### src/rtl/usb_rx_timer.sv
`default_nettype none
// ============================================================================
// Module      : usb_rx_timer
// Description : USB receive bit timer. Recovers bit timing from D+ line
//               transitions, produces a sample strobe for the downstream shift
//               register, counts bits within a byte, flags completed bytes and
//               detects missing bit-stuffing transitions.
// Ports       : clk           - system clock, rising edge
//               rst           - asynchronous active-high reset
//               d_edge        - one-cycle pulse marking a D+ transition
//               rcving        - high while a packet is being received
//               shift_enable  - sample strobe for the shift register
//               bit_count     - bits shifted in the current byte (0..7)
//               byte_received - one-cycle pulse after the 8th bit of a byte
//               stuff_err     - sticky flag: run without transition too long
// Revision    : 1.0 - initial release
// ============================================================================
module usb_rx_timer #(
    parameter int CLKS_PER_BIT = 8,
    parameter int SAMPLE_PHASE = 3,
    parameter int MAX_RUN      = 7
) (
    input  logic       clk,
    input  logic       rst,
    input  logic       d_edge,
    input  logic       rcving,
    output logic       shift_enable,
    output logic [2:0] bit_count,
    output logic       byte_received,
    output logic       stuff_err
);

    localparam int c_PHASE_W = $clog2(CLKS_PER_BIT);
    localparam int c_RUN_W   = $clog2(MAX_RUN + 2);

    localparam logic [c_PHASE_W-1:0] c_SAMPLE   = c_PHASE_W'(SAMPLE_PHASE);
    localparam logic [c_PHASE_W-1:0] c_LAST     = c_PHASE_W'(CLKS_PER_BIT - 1);
    localparam logic [c_RUN_W-1:0]   c_RUN_SAT  = c_RUN_W'(MAX_RUN + 1);

    localparam logic [1:0] c_ST_IDLE      = 2'd0;
    localparam logic [1:0] c_ST_WAIT_EDGE = 2'd1;
    localparam logic [1:0] c_ST_RUN       = 2'd2;

    logic [1:0]           r_state;
    logic [c_PHASE_W-1:0] r_phase;
    logic [2:0]           r_bit_count;
    logic [c_RUN_W-1:0]   r_run;
    logic                 r_byte_received;
    logic                 r_stuff_err;

    logic                 w_shift;
    logic [c_RUN_W-1:0]   w_run_next;

    // Sample strobe is a pure decode so the shift register sees it in the
    // same cycle the phase counter hits the sample point. Gating with rcving
    // suppresses a strobe in the cycle an abort is signalled.
    assign w_shift = (r_state == c_ST_RUN) && rcving && (r_phase == c_SAMPLE);

    // Run length in bit periods since the last transition. A transition wins
    // over a coincident sample strobe, so the count restarts rather than
    // advancing. Saturation keeps the counter from wrapping back to "clean".
    always_comb begin
        w_run_next = r_run;
        if (d_edge) begin
            w_run_next = '0;
        end else if (w_shift && (r_run != c_RUN_SAT)) begin
            w_run_next = r_run + c_RUN_W'(1);
        end
    end

    always_ff @(posedge clk or posedge rst) begin
        if (rst) begin
            r_state         <= c_ST_IDLE;
            r_phase         <= '0;
            r_bit_count     <= '0;
            r_run           <= '0;
            r_byte_received <= 1'b0;
            r_stuff_err     <= 1'b0;
        end else if (!rcving) begin
            // Abort: drop all progress so the next packet starts at bit 0.
            r_state         <= c_ST_IDLE;
            r_phase         <= '0;
            r_bit_count     <= '0;
            r_run           <= '0;
            r_byte_received <= 1'b0;
            r_stuff_err     <= 1'b0;
        end else begin
            r_byte_received <= 1'b0;
            case (r_state)
                c_ST_IDLE: begin
                    r_state <= c_ST_WAIT_EDGE;
                end
                c_ST_WAIT_EDGE: begin
                    if (d_edge) begin
                        r_state <= c_ST_RUN;
                        r_phase <= '0;
                        r_run   <= '0;
                    end
                end
                c_ST_RUN: begin
                    // Every transition re-aligns the bit clock to the line.
                    if (d_edge || (r_phase == c_LAST)) begin
                        r_phase <= '0;
                    end else begin
                        r_phase <= r_phase + c_PHASE_W'(1);
                    end
                    if (w_shift) begin
                        r_bit_count <= r_bit_count + 3'd1;
                    end
                    r_byte_received <= w_shift && (r_bit_count == 3'd7);
                    r_run           <= w_run_next;
                    // Sticky until abort or reset; timing keeps running.
                    if (w_run_next == c_RUN_SAT) begin
                        r_stuff_err <= 1'b1;
                    end
                end
                default: begin
                    r_state <= c_ST_IDLE;
                end
            endcase
        end
    end

    assign shift_enable  = w_shift;
    assign bit_count     = r_bit_count;
    assign byte_received = r_byte_received;
    assign stuff_err     = r_stuff_err;

endmodule
`default_nettype wire

### config.mk
export PLATFORM = sky130hd
export DESIGN_NAME = usb_rx_timer
export DESIGN_NICKNAME = d
export VERILOG_FILES = /design/src/rtl/usb_rx_timer.sv
export SDC_FILE = /design/constraint.sdc
export NUM_CORES = 1
export LEC_CHECK = 0
export CORE_MARGIN = 1.5
export CORE_UTILIZATION = 59
export CTS_CLUSTER_DIAMETER = 30
export CTS_CLUSTER_SIZE = 8
export DETAILED_ROUTE_END_ITERATION = 10
export DONT_BUFFER_PORTS = 1
export GPL_ROUTABILITY_DRIVEN = 0
export HOLD_SLACK_MARGIN = 0.02
export PLACE_DENSITY = 0.75
export SETUP_SLACK_MARGIN = 0.02
export SYNTH_ARGS = -nofsm -noshare
export SYNTH_HDL_FRONTEND = slang
export SYNTH_SLANG_ARGS = --single-unit
### constraint.sdc
create_clock -name clk -period 2.05 [get_ports clk]
set_input_delay 0.41 -clock clk [delete_from_list [all_inputs] [get_ports clk]]
set_output_delay 0.41 -clock clk [all_outputs]
set_load 0.005 [all_outputs]
Word level (Yosys, flattened, before mapping)
Index checks and enable logic that the tools add are counted.

Equal/unequal tests: 13. Add/subtract/negate cells: 3. Multiplexer cells: 20. Reduce and logical (&&, ||, !) cells: 10.

Operators with widths (number): $mux W3 (6); $mux W4 (4); $pmux W4 S2 (1); $reduce_and A2 Y1 (4); $add A3 B1 Y3 const B (2); $eq A3 B3 Y1 const B (2); $ne A2 B1 Y1 const B (3); $pmux W2 S3 (1); $pmux W3 S2 (1); $mux W1 (5); $add A4 B1 Y4 const B (1); $eq A4 B4 Y1 const B (1); $logic_and A1 B1 Y1 (4); $mux W2 (2); $ne A4 B4 Y1 const B (1); $eq A3 B2 Y1 const B (1); $ne A3 B1 Y1 const B (1); $ne A3 B3 Y1 const B (1); $eq A2 B1 Y1 const B (1); $eq A2 B2 Y1 const B (1); $logic_not A2 Y1 (1); $ne A2 B2 Y1 const B (1); $logic_or A1 B1 Y1 (1).

Register bits: 14. Output and inout port bits: 6. Logic and storage cells: 52. Input port bits: 4.

Depth between registers and ports, before layout
Gate-level depths: netlist of run 1.

Depth in word-level cells: 10. Gate-level depth with buffers: 6. Mapped depth without buffers: 6.

Worst setup path before layout of run 1
OpenSTA, ideal clock, no wires.

Path kind: register -> register. From: reg r_phase[0]. To: reg r_stuff_err (netlist: stuff_err). Data arrival time: 1.509 ns. Setup time: 0.066 ns. Setup slack: 0.475 ns. Cell stages (with the launch flop): 7. Cells stage by stage: dfrtp_1 -> ha_1 -> ha_1 -> and4b_4 -> o21ai_2 -> mux2i_1 -> a41o_1.

Longest elaborated chain between the ends: 8.

RTL lines: from (decl) (RTL line 45) `logic [c_PHASE_W-1:0] r_phase;`; from (signal assigned) (RTL line 105) `r_phase <= r_phase + c_PHASE_W'(1);`; $eq A3 B2 Y1 (RTL line 57) `assign w_shift = (r_state == c_ST_RUN) && rcving && (r_phase == c_SAMPLE);`; $logic_and A1 B1 Y1 (RTL line 57); named net shift_enable (RTL line 27) `output logic shift_enable,`; $logic_and A1 B1 Y1 (RTL line 66) `end else if (w_shift && (r_run != c_RUN_SAT)) begin`; $mux W4 (RTL line 66); $mux W4 (RTL line 64) `if (d_edge) begin`; $eq A4 B4 Y1 (RTL line 113) `if (w_run_next == c_RUN_SAT) begin`; $ne A2 B1 Y1 (no line); $reduce_and A2 Y1 (no line); to (signal assigned) (RTL line 78) `r_stuff_err <= 1'b0;`; to (signal assigned) (RTL line 86) `r_stuff_err <= 1'b0;`; to (signal assigned) (RTL line 114) `r_stuff_err <= 1'b1;`; to (decl) (RTL line 49) `logic r_stuff_err;`.

The timed path passes the listed nets, and every way through them passes these cells. A chain may end at the register's enable or synchronous reset.

Worst setup path after layout of run 1
From: reg r_phase[0]. To: out shift_enable.

Longest elaborated chain between the ends: 2.

RTL lines (RTL line): $eq A3 B2 Y1 (57); $logic_and A1 B1 Y1 (57); to (decl) (27).

Every way passes these cells.

==> metrics.txt, run 1 <==
final WL=1340 um; Longest Clk Path Bufs=2; ANT cells=0; Lkg Pwr=0.406 nW; DRT iter0 DRCs=9; CP Capture Type=primary output; max_cap viols=0; r2r setup slk=around 0.34 ns; Max-slew headroom=between 60% and 70%; vias per inst=around 5.7; commonest non-fill, non-tap cell in the layout=dfrtp_1; cts bufs inserted=3; Synth Cell Area=783 um^2; sequential fraction of the synthesis area=between 40% and 50%; antenna-violating nets left=0; via count=around 540; Worst Path Max Fanout=5; Syn Nets=90; largest net degree at the start of global routing=15; chip height=a little under 40 um; Critical path origin=r_phase[0]; most frequent cells in the layout=dfrtp_1 (14), nand2_1 (10), ha_1 (7), inv_1 (6), o21ai_0 (4); crit path kind=register to primary output; total gr overflow=0; Max Freq=~560 MHz; PwrDens=roughly 630 mW/mm^2; vias in the first global route=about 570; Global Route Usage Sum=22.6%; Initial Utilization=about 67%; DRT Pass-1 Iters=3; cell row count=12; TNS Setup=0 ns; CTS tree=yes; die area=0.00156 mm^2; Synth Warn #=0; flops & latches, synth=14; first-pass GRT wire length=~2300 um; cts repair resizes=0; Setup Skew=between 0.004 and 0.005 ns; Tmin final=~1.8 ns; I/O pins=10; crit path DAT=around 1.4 ns; CTS clk-pin slew, worst paths=roughly 0.090 ns; clk_lat worst skew=0.28 ns; post-DP HPWL=between 900 and 1000 um; CP most frequent cell=ha_1; CTS Sinks=14; Core ar.=approximately 0.0012 mm^2; post-synthesis cell count=79; Post-route DRC=0; r2r startpoint=r_phase[0]; Tcrit/Tclk final=between 80% and 90%; Unique masters post-synth=31; Startpoint Class=register; Final Hold Fails=0; hold_buf cts=0; Max VDD drop=0.363 mV; RSZ-0062 raised after global routing=false; postcts setup bufs=0; clock root cell=clkbuf_4; initial antenna violation count=0; worst path required time=around 1.6 ns; drt wl/cell=14.3 um; mean post-synth cell area=~10 um^2; Tot Pwr=0.515 mW; status=completed; Slew Viols, Final=0; RR Endpoint=stuff_err; Critical-path top delay cell=dfrtp_1; hold crit path type=input pin to async pin; area grow syn2layout=4.79%; Worst-Margin Slew=between 0.5 and 0.6 ns; # port buffers=0; Worst path max stage delay=0.37 ns; # setup viols final=0; Die Wd=39.4 um; CTS H-tree lvls=1; fraction of layout cells with a size suffix above 1=roughly 9%; Critical Path End=shift_enable; r2r worst-path depth=6; worst-path cell chain=ha_1 -> ha_1 -> and4b_4; Final nets=92
## how the worst min path moves through the flow
stage               startpoint             to  slack [ns]  depth (start not counted)
floorplan                  rst   bit_count[0]        0.30                          1
global placement           rst   bit_count[0]        0.36                          1
detailed placement         rst   bit_count[2]        0.37                          1
CTS                        rst   bit_count[2]        0.06                          1
global route               rst  byte_received        0.08                          1
finish                     rst   bit_count[2]        0.04                          1
## worst max-delay path, delay by kind of cell (launching register included)
family / cells / cell delay [ns]
fa+ha+maj: 2 / 0.44
simple gates: 1 / 0.30
flops: 1 / 0.37
## layout make-up
cell class	instances	area [um^2]
multi-input combinational	56	394
tap	14	17.5
fill	84	350
sequential	14	350
clock buffer	4	36.3
inverter	6	22.5
## routing by layer
layer | share of wire, % | track usage (%) | vias up | wire (um)
li1 | - | - | 274 | -
met2 | 46 | 34.8 | 12 | 612
met1 | 48 | 28.5 | 249 | 650
met5 | 0 | 0 | - | 0
met3 | 4.5 | 5.68 | 4 | 60
met4 | 1.3 | 12.1 | 0 | 18
## power breakdown
group          total, mW  internal [mW]  leakage (nW)  switching, mW
sequential         0.286          0.280         0.193        0.00580
combinational     0.0272         0.0103         0.192         0.0168
clock              0.201          0.108        0.0210         0.0930
## cell usage after synthesis
library cell / instances / area share [%]
dfrtp_1: 14 / 45
nand2_1: 10 / 4.8
ha_1: 7 / 11
inv_1: 6 / 2.9
o21ai_0: 4 / 2.6
a21oi_1: 3 / 1.9
and3b_1: 3 / 3.4
nor2_1: 3 / 1.4
a21boi_0: 2 / 1.9
and2_1: 2 / 1.6
nand2b_1: 2 / 1.6
nand3_1: 2 / 1.3
nand3b_1: 2 / 1.9
xnor2_1: 2 / 2.2
a211oi_1: 1 / 0.96
a21o_1: 1 / 0.96
a41o_1: 1 / 1.3
a41oi_1: 1 / 1.1
and2_2: 1 / 0.96
and4b_4: 1 / 1.8
buf_2: 1 / 0.64
buf_4: 1 / 0.96
clkbuf_1: 1 / 0.48
mux2i_1: 1 / 1.3
nand4_1: 1 / 0.80
nor2b_1: 1 / 0.80
o21a_1: 1 / 0.96
o21ai_1: 1 / 0.64
o21ai_2: 1 / 1.1
o22ai_1: 1 / 0.80
xor2_1: 1 / 1.1
## kinds of logic (layout without fill, tap and decap cells)
family / after synthesis / in the layout / share of synthesized area (%)
AO/OA/AOI/OAI: 17 / 17 / 14.2
XOR/XNOR: 3 / 3 / 3.36
adder cells (fa/ha/maj): 7 / 7 / 11.2
buffers and inverters: 9 / 10 / 4.95
flip-flops: 14 / 14 / 44.7
multiplexers: 1 / 1 / 1.28
AND/OR/NAND/NOR: 28 / 28 / 20.3
## sequential cells by signal, indices dropped and copies added (netlist names)
| signal | flops |
|---|---|
| r_phase | 3 |
| byte_received | 1 |
| stuff_err | 1 |
| r_run | 4 |
| bit_count | 3 |
| r_state | 2 |
## metrics by stage
stage	setup WS [ns]	cell area (um^2)	hold slack, ns	utilization [%]	instances
floorplan	0.475	783	0.299	-	79
global placement	0.414	785	0.359	67.0	90
detailed placement	0.361	785	0.369	67.0	90
CTS	0.246	821	0.0564	70.1	94
global route	0.147	821	0.0847	70.1	94
finish	0.255	821	0.0424	70.1	94
(Power assumes the default switching activity.)
==> inputs of run 2 (changes only) <==
--- a/config.mk
+++ b/config.mk
@@ -5,15 +5,15 @@
 export SDC_FILE = /design/constraint.sdc
 export NUM_CORES = 1
 export LEC_CHECK = 0
-export CORE_MARGIN = 1.5
-export CORE_UTILIZATION = 59
+export CORE_MARGIN = 2
+export CORE_UTILIZATION = 60
 export CTS_CLUSTER_DIAMETER = 30
 export CTS_CLUSTER_SIZE = 8
 export DETAILED_ROUTE_END_ITERATION = 10
 export DONT_BUFFER_PORTS = 1
 export GPL_ROUTABILITY_DRIVEN = 0
 export HOLD_SLACK_MARGIN = 0.02
-export PLACE_DENSITY = 0.75
+export PLACE_DENSITY = 0.76
 export SETUP_SLACK_MARGIN = 0.02
 export SYNTH_ARGS = -nofsm -noshare
 export SYNTH_HDL_FRONTEND = slang
==> constraint.sdc (replaced) <==
create_clock -name clk -period 2.3 [get_ports clk]
set_input_delay 0.46 -clock clk [delete_from_list [all_inputs] [get_ports clk]]
set_output_delay 0.46 -clock clk [all_outputs]
set_load 0.005 [all_outputs]
==> metrics.txt, run 2 (same netlist as run 1, synthesis figures left out) <==
Top reg by flops=r_run; cell row count=13; fraction of layout cells with a size suffix above 1=under 10%; DRT Pass-1 Iters=2; Final Hold Fails=0; # setup viols final=0; Longest Clk Path Bufs=2; TNS Setup=0 ns; Max-slew headroom=approximately two thirds; crit path DAT=approximately 1.4 ns; most frequent cells in the layout=dfrtp_1 (14), nand2_1 (10), ha_1 (7), inv_1 (6), o21ai_0 (4); max_cap viols=0; via count=545; Final nets=92; PwrDens=512 mW/mm^2; ANT cells=0; CTS Sinks=14; area of the multi-input gates=~400 um^2; CTS H-tree lvls=1; Global Route Usage Sum=~22%; vias per inst=about 5.8; hold_buf cts=0; Die Wd=about 40 um; total gr overflow=0; Setup Skew=between 0.007 and 0.008 ns; crit path kind=register to primary output; first-pass GRT wire length=approximately 2300 um; I/O pins=10; chip height=approximately 40 um; Setup WS pre-CTS=slightly above 0.6 ns; Cell Count, Final, Fillers Out=94; storage element area=between 300 and 400 um^2; Worst Path Max Fanout=5; Lkg Pwr=roughly 0.4 nW; Post-route DRC=0; largest net degree at the start of global routing=15; Tcrit/Tclk final=between 70% and 80%; clock root cell=clkbuf_4; CTS clk-pin slew, worst paths=0.08 ns; Tmin final=~1.8 ns; Slew Viols, Final=0; RSZ-0062 raised after global routing=false; cts repair resizes=0; drt wl/cell=roughly 15 um; CTS tree=yes; max reg flops=4; clk_lat worst skew=between 0.2 and 0.3 ns; Startpoint Class=register; hold crit path type=input pin to async pin; area grow syn2layout=3.19%; Tot Pwr=between 0.4 and 0.5 mW; worst setup margin=roughly 0.47 ns; CP Capture Type=primary output; Max VDD drop=0.400 mV; die area=roughly 0.0016 mm^2; final WL=around 1400 um; postcts setup bufs=0; antenna-violating nets left=0; placed instance count=just over 90; cts bufs inserted=3; commonest non-fill, non-tap cell in the layout=dfrtp_1; Initial Utilization=between 60 and 70%; Core ar.=approximately 0.0013 mm^2; DRT iter0 DRCs=8; Fill cells=100; post-DP HPWL=1060 um; Max Freq=between 500 and 600 MHz; vias in the first global route=between 500 and 600; initial antenna violation count=0; status=completed; worst path required time=between 1.5 and 2 ns; # port buffers=0; Worst-Margin Slew=0.513 ns
## run 2: worst max-delay path, cell delays in order, from the launching register on
cell,delay (ns)
dfrtp_1,0.37
ha_1,0.19
ha_1,0.24
and4b_4,0.30
## run 2: power breakdown
group,internal (mW),switching [mW]
logic,0.00923,0.0149
clock network,0.0606,0.0741
registers,0.250,0.00512
## run 2: final timing paths
path                             from       endpoint  slack [ns]  depth (start not counted)
min reg2reg                r_phase[1]     r_phase[1]        0.49                          2
max reg2reg                r_phase[0]      stuff_err        0.60                          6
min                               rst  byte_received        0.09                          1
max                        r_phase[0]   shift_enable        0.47                          3
min in group clk               rcving     r_state[1]        0.31                          1
max in group asynchronous         rst     r_phase[0]        1.86                          1
## run 2: metrics by stage
| step | util, % | cell area (um^2) | hold WS, ns |
|---|---|---|---|
| 6_report | 64.5 | 808 | 0.0940 |
| 5_1_grt | 64.5 | 808 | 0.133 |
| 4_1_cts | 64.5 | 808 | 0.115 |
| 3_5_place_dp | 62.7 | 786 | 0.414 |
| 3_3_place_gp | 62.7 | 786 | 0.410 |
| 2_1_floorplan | - | 783 | 0.349 |
## run 2: area by class of cell
cell class,count,area share [%]
Inverter,6,2.79
Multi-Input combinational cell,56,48.8
Tap cell,15,2.32
Clock buffer,3,2.79
Sequential cell,14,43.3
## run 2: layer usage
layer	global-route usage (%)	part of all wire (%)
met1	27.4	46
met2	35.9	48
met3	6.67	4.4
met4	10.3	0.87
met5	0	0
